## src/rtl/rf_wb_arbiter.sv

```systemverilog
// rtl/rf_wb_arbiter.sv - register-file write-port arbiter with port-B result FIFO and pending-register scoreboard
module rf_wb_arbiter #(
    parameter int FIFO_DEPTH   = 2,
    parameter int STARVE_LIMIT = 4
) (
    input  logic        clk,
    input  logic        rst,
    input  logic        a_valid,
    input  logic [4:0]  a_addr,
    input  logic [31:0] a_data,
    input  logic        b_valid,
    output logic        b_ready,
    input  logic [4:0]  b_addr,
    input  logic [31:0] b_data,
    input  logic        iss_valid,
    input  logic [4:0]  iss_rd,
    input  logic [4:0]  hz_rs1,
    input  logic [4:0]  hz_rs2,
    input  logic [4:0]  hz_rd,
    output logic        hz_stall,
    output logic        starve_req,
    output logic        rf_we,
    output logic [4:0]  rf_wa,
    output logic [31:0] rf_wd
);

    localparam int PW = (FIFO_DEPTH > 1) ? $clog2(FIFO_DEPTH) : 1;
    localparam int CW = PW + 1;
    localparam int SW = $clog2(STARVE_LIMIT + 1);

    logic [4:0]    addr_mem_q [FIFO_DEPTH];
    logic [31:0]   data_mem_q [FIFO_DEPTH];
    logic [PW-1:0] rd_ptr_q, rd_ptr_d;
    logic [PW-1:0] wr_ptr_q, wr_ptr_d;
    logic [CW-1:0] count_q, count_d;
    logic          b_ready_q, b_ready_d;
    logic [31:0]   pending_q, pending_d;
    logic [SW-1:0] starve_cnt_q, starve_cnt_d;
    logic          starve_q, starve_d;

    logic          a_eff;
    logic          fifo_empty;
    logic          pop_en;
    logic          push_en;
    logic [4:0]    head_addr;
    logic [31:0]   head_data;

    assign a_eff      = a_valid & (a_addr != 5'd0);
    assign fifo_empty = (count_q == '0);
    assign head_addr  = addr_mem_q[rd_ptr_q];
    assign head_data  = data_mem_q[rd_ptr_q];
    assign pop_en     = ~a_eff & ~fifo_empty;
    // A full FIFO still takes a push in a cycle where the head drains.
    assign push_en    = b_valid & (b_ready_q | pop_en);

    assign b_ready    = b_ready_q;
    assign starve_req = starve_q;

    always_comb begin
        rf_we = 1'b0;
        rf_wa = 5'd0;
        rf_wd = 32'd0;
        if (a_eff) begin
            rf_we = 1'b1;
            rf_wa = a_addr;
            rf_wd = a_data;
        end else if (pop_en) begin
            rf_we = (head_addr != 5'd0);
            rf_wa = head_addr;
            rf_wd = head_data;
        end
    end

    always_comb begin
        hz_stall = 1'b0;
        if (hz_rs1 != 5'd0 && pending_q[hz_rs1]) hz_stall = 1'b1;
        if (hz_rs2 != 5'd0 && pending_q[hz_rs2]) hz_stall = 1'b1;
        if (hz_rd  != 5'd0 && pending_q[hz_rd])  hz_stall = 1'b1;
    end

    always_comb begin
        rd_ptr_d = rd_ptr_q;
        wr_ptr_d = wr_ptr_q;
        count_d  = count_q;
        if (pop_en) begin
            rd_ptr_d = rd_ptr_q + 1'b1;
        end
        if (push_en) begin
            wr_ptr_d = wr_ptr_q + 1'b1;
        end
        if (push_en && !pop_en) begin
            count_d = count_q + 1'b1;
        end else if (pop_en && !push_en) begin
            count_d = count_q - 1'b1;
        end
        b_ready_d = (count_d != CW'(FIFO_DEPTH));
    end

    // Set after clear so a same-cycle issue to a committing register keeps it pending.
    always_comb begin
        pending_d = pending_q;
        if (pop_en && head_addr != 5'd0) begin
            pending_d[head_addr] = 1'b0;
        end
        if (iss_valid && iss_rd != 5'd0) begin
            pending_d[iss_rd] = 1'b1;
        end
    end

    always_comb begin
        starve_cnt_d = '0;
        if (!fifo_empty && a_eff) begin
            starve_cnt_d = (starve_cnt_q == SW'(STARVE_LIMIT)) ? starve_cnt_q
                                                               : starve_cnt_q + 1'b1;
        end
        starve_d = (starve_cnt_d >= SW'(STARVE_LIMIT));
    end

    always_ff @(posedge clk) begin
        if (rst) begin
            rd_ptr_q     <= '0;
            wr_ptr_q     <= '0;
            count_q      <= '0;
            b_ready_q    <= 1'b1;
            pending_q    <= '0;
            starve_cnt_q <= '0;
            starve_q     <= 1'b0;
        end else begin
            rd_ptr_q     <= rd_ptr_d;
            wr_ptr_q     <= wr_ptr_d;
            count_q      <= count_d;
            b_ready_q    <= b_ready_d;
            pending_q    <= pending_d;
            starve_cnt_q <= starve_cnt_d;
            starve_q     <= starve_d;
        end
    end

    always_ff @(posedge clk) begin
        if (!rst && push_en) begin
            addr_mem_q[wr_ptr_q] <= b_addr;
            data_mem_q[wr_ptr_q] <= b_data;
        end
    end

endmodule

```

## config.mk

```make
export PLATFORM = sky130hd
export DESIGN_NAME = rf_wb_arbiter
export DESIGN_NICKNAME = d
export VERILOG_FILES = /design/src/rtl/rf_wb_arbiter.sv
export SDC_FILE = /design/constraint.sdc
export NUM_CORES = 1
export LEC_CHECK = 0
export ABC_AREA = 1
export BUFFER_PORTS_ARGS = -buffer_cell sky130_fd_sc_hd__buf_2
export CAP_MARGIN = 15
export CELL_PAD_IN_SITES_DETAIL_PLACEMENT = 0
export CELL_PAD_IN_SITES_GLOBAL_PLACEMENT = 1
export CORE_ASPECT_RATIO = 0.5
export CORE_MARGIN = 5
export CORE_UTILIZATION = 30
export DETAILED_ROUTE_END_ITERATION = 10
export MAX_ROUTING_LAYER = met4
export PLACE_DENSITY = 0.68
export SLEW_MARGIN = 20
export SYNTH_ARGS = -nofsm -noshare
export SYNTH_HDL_FRONTEND = slang
export SYNTH_SLANG_ARGS = --single-unit
```

## constraint.sdc

```tcl
create_clock -name clk -period 7.8 [get_ports clk]
set_input_delay 1.56 -clock clk [delete_from_list [all_inputs] [get_ports clk]]
set_output_delay 1.56 -clock clk [all_outputs]
set_load 0.02 [all_outputs]
```

==> metrics.md <==
| Metric | Value |
|---|---|
| Status | `finished, final reports clean` |
| Die footprint | `23,300 um2` |
| Hold Path Class | `reg2reg` |
| Total GRT Usage | `15.3%` |
| TritonRoute pass-1 iters | `5` |
| Post-layout util | `38.4%` |
| Chip Height | `111 um` |
| Post-synthesis cell count | `774` |
| Post-synth EDFFs | `74` |
| Top cells by area, synth | `edfxtp_1 (37%), nand2_1 (14%), dfxtp_1 (14%)` |
| Setup bufs post-CTS | `0` |
| Clk pin slew, worst setup/hold paths | `50 ps` |
| Power Total | `1750 uW` |
| Leakage | `0.00325 uW` |
| CP Class | `in2out` |
| Syn-to-layout area delta | `24.5%` |
| Pwr dens | `232 nW/um2` |
| DRC | `0` |
| Global-route wire length before repair | `27.7 mm` |
| F_max | `0.220 GHz` |
| # H-tree levels | `4` |
| Worst slew pin tran | `1070 ps` |
| Final period util | `58.2%` |
| Hold Fails Final Rpt | `0` |
| Worst slew margin | `28.1%` |
| Arr. time, crit path | `2980 ps` |
| Skew final | `14.5 ps` |
| Ratio of cells with drive above 1 in the final layout | `22.5%` |
| Nets | `1,006` |
| Cell area after layout | `7550 um2` |
| Via count | `5,473` |
| Register share of total power | `39.0%` |
| Final Max Tran Viols | `0` |
| Critical Path Source Type | `input pin` |
| Async S/R FF share, synth | `0%` |
| Initial Util | `30.8%` |
| Switch Pwr | `506 uW` |
| Hold depth | `1` |
| Post-Route WL | `17.5 mm` |
| Syn Area/Cell | `7.84 um2` |
| Yosys reg bits | `115` |
| Core Area | `19,700 um2` |
| Antenna violations before repair | `3` |
| I/O pin count | `140` |
| CP Data Required Time | `6240 ps` |
| WL/cell | `14.7 um` |
| Reg-to-Reg End | `data_mem_q[0][25]$_DFFE_PP_` |
| MaxCap Viol Count | `0` |
| Setup_tns | `0 ps` |
| R2R Path Start | `count_q[0]$_SDFF_PP0_` |
| RD Place Congestion | `0.899` |
| Row count | `36` |
| Post-cts sizing count | `0` |
| Sw Share | `28.9%` |
| Yosys top cell by area | `edfxtp_1` |
| Commonest cells in the synthesized netlist | `nand2_1 (229), inv_1 (99), edfxtp_1 (74)` |
| CTS tree | `done` |
| Most common cell in the netlist | `nand2_1` |
| Crit-path max FO | `20` |
| Register area share after synthesis | `50.2%` |
| Synth Flop Type | `edfxtp_1` |
| Hold_buf cts | `0` |
| CTS buffer count | `17` |
| Ys Warns | `0` |
| Clock Sinks | `115` |
| Port Buffer Count | `139` |
| Root Buffer | `clkbuf_16` |
| R2r setup slk | `5590 ps` |
| Vias in the first global route | `5,235` |
| RSZ-0062 raised after global routing | `false` |
| R2R depth | `8` |
| Share of the synthesized area in the top cell type | `36.6%` |
| Max clock buf depth | `2` |
| Worst vdd ir | `0.118 mV` |
| Chip width | `211 um` |
| Hpwl dp | `13.0 mm` |
| Comb pwr share | `16.7%` |
| Internal | `1240 uW` |
| Distinct cells, synth | `31` |
| Dpl cell area | `6950 um2` |
| Min cycle time layout | `4540 ps` |
| Largest net degree at the start of global routing | `75` |
| GR Overflow Total | `0` |
| Worst skew pair latency | `410 ps` |
| Fillers | `2,044` |
| Setup crit end kind | `output pin` |
| Worst Min Path Start | `rd_ptr_q$_SDFFE_PP0P_` |
| Clock power share | `44.2%` |
| Post-synth net total | `876` |
| Final setup fails | `0` |
| Drt first-iter violations | `322` |
| Post-DR vias/cell | `4.61` |
| DRT antenna net count | `0` |
| Cell Area, Synth | `6070 um2` |
routing by layer:
layer  vias up  track usage [%]  wire, um
li1       2824                -         -
met1      2483             18.4      7800
met2       147             25.8      8630
met3        19             2.89       778
met4         0             5.27       260
met5         -                -         0
cell families after synthesis:
group                      Yosys count  synth area share, %
and+or+nand+nor                    338                 23.6
AOI/OAI and AO/OA                  175                 15.3
buffers and inverters              141                 9.96
DFF                                115                 50.2
adders and majority gates            3                0.619
xor gates and xnor gates             2                0.289
worst max-delay path, cell delays in order:
cell and delay (ps):
buf_2 280, inv_1 270, nand2_1 130, nand3_1 70, o21ai_0 80, nand2_1 90, a21oi_1 130, nand2_1 70
nand2_1 50, nand2_1 40, nand2_1 50, buf_2 150
metrics by stage:
| stage | cells | hold slack (ps) | setup slack [ps] |
|---|---|---|---|
| 5_1_grt | 1186 | 503 | 3040 |
| 6_report | 1186 | 456 | 3260 |
| 4_1_cts | 1183 | 452 | 3250 |
| 3_5_place_dp | 1151 | 437 | 3260 |
| 2_1_floorplan | 774 | 425 | 2590 |
| 3_3_place_gp | 1151 | 435 | 3270 |
how the worst max path moves through the flow:
stage,startpoint,end,cells past startpoint
floorplan,a_addr[1],addr_mem_q[1][0]$_DFFE_PP_,8
global placement,hz_rs1[0],hz_stall,14
detailed placement,hz_rs1[0],hz_stall,14
CTS,hz_rs1[0],hz_stall,14
global route,hz_rs1[0],hz_stall,14
finish,hz_rd[0],hz_stall,12
registers in the layout, indices dropped and copies added, names as in the netlist, named ones only:
register      flops
b_ready           1
rd_ptr_q          1
addr_mem_q       10
count_q           2
pending_q        32
data_mem_q       64
wr_ptr_q          1
starve_cnt_q      3
layout make-up:
type                       instances  area [um2]  share of cell area (%)
sequential                       115        3040                    40.3
multi-input combinational        518        2430                    32.2
timing repair buffer             143         726                    9.61
clock buffer                      17         425                    5.63
inverter                         109         414                    5.49
tap                              266         333                    4.41
clock inverter                    15         169                    2.24
antenna                            3        7.51                  0.0994
power groups by stage:
stage	clock [uW]	sequential [uW]	combinational, uW
CTS	792	683	298
floorplan	0	695	203
global placement	0	695	295
detailed placement	0	696	296
finish	774	683	293
global route	827	685	328
placed cells by master, fill, tap and decap left out:
cell type / netlist / layout
nor2_4: 1 / 2
ha_1: 3 / 3
clkinv_4: 0 / 1
nor3_4: 1 / 1
o21ai_4: 3 / 3
bufinv_16: 0 / 2
nor2_1: 20 / 19
nand2_2: 5 / 5
diode_2: 0 / 3
o21ai_2: 2 / 2
clkinv_2: 0 / 1
xnor2_1: 1 / 1
xor2_1: 1 / 1
nand3_1: 63 / 63
clkinvlp_4: 0 / 3
nor3_2: 1 / 2
o21ai_0: 66 / 66
nor2_2: 2 / 2
nor3_1: 10 / 9
clkbuf_16: 0 / 17
nand4_1: 3 / 3
buf_2: 8 / 139
o21ai_1: 46 / 46
dfxtp_1: 41 / 40
inv_1: 99 / 99
a21oi_1: 51 / 51
nand2_4: 3 / 3
o22ai_1: 3 / 3
nand2_1: 229 / 229
a31oi_1: 1 / 1
o211ai_1: 3 / 3
edfxtp_1: 74 / 74
inv_2: 8 / 8
dfxtp_2: 0 / 1
buf_4: 2 / 4
inv_6: 0 / 7
inv_4: 2 / 2
inv_8: 0 / 1
Note: power is estimated with default switching activity, not from simulation.
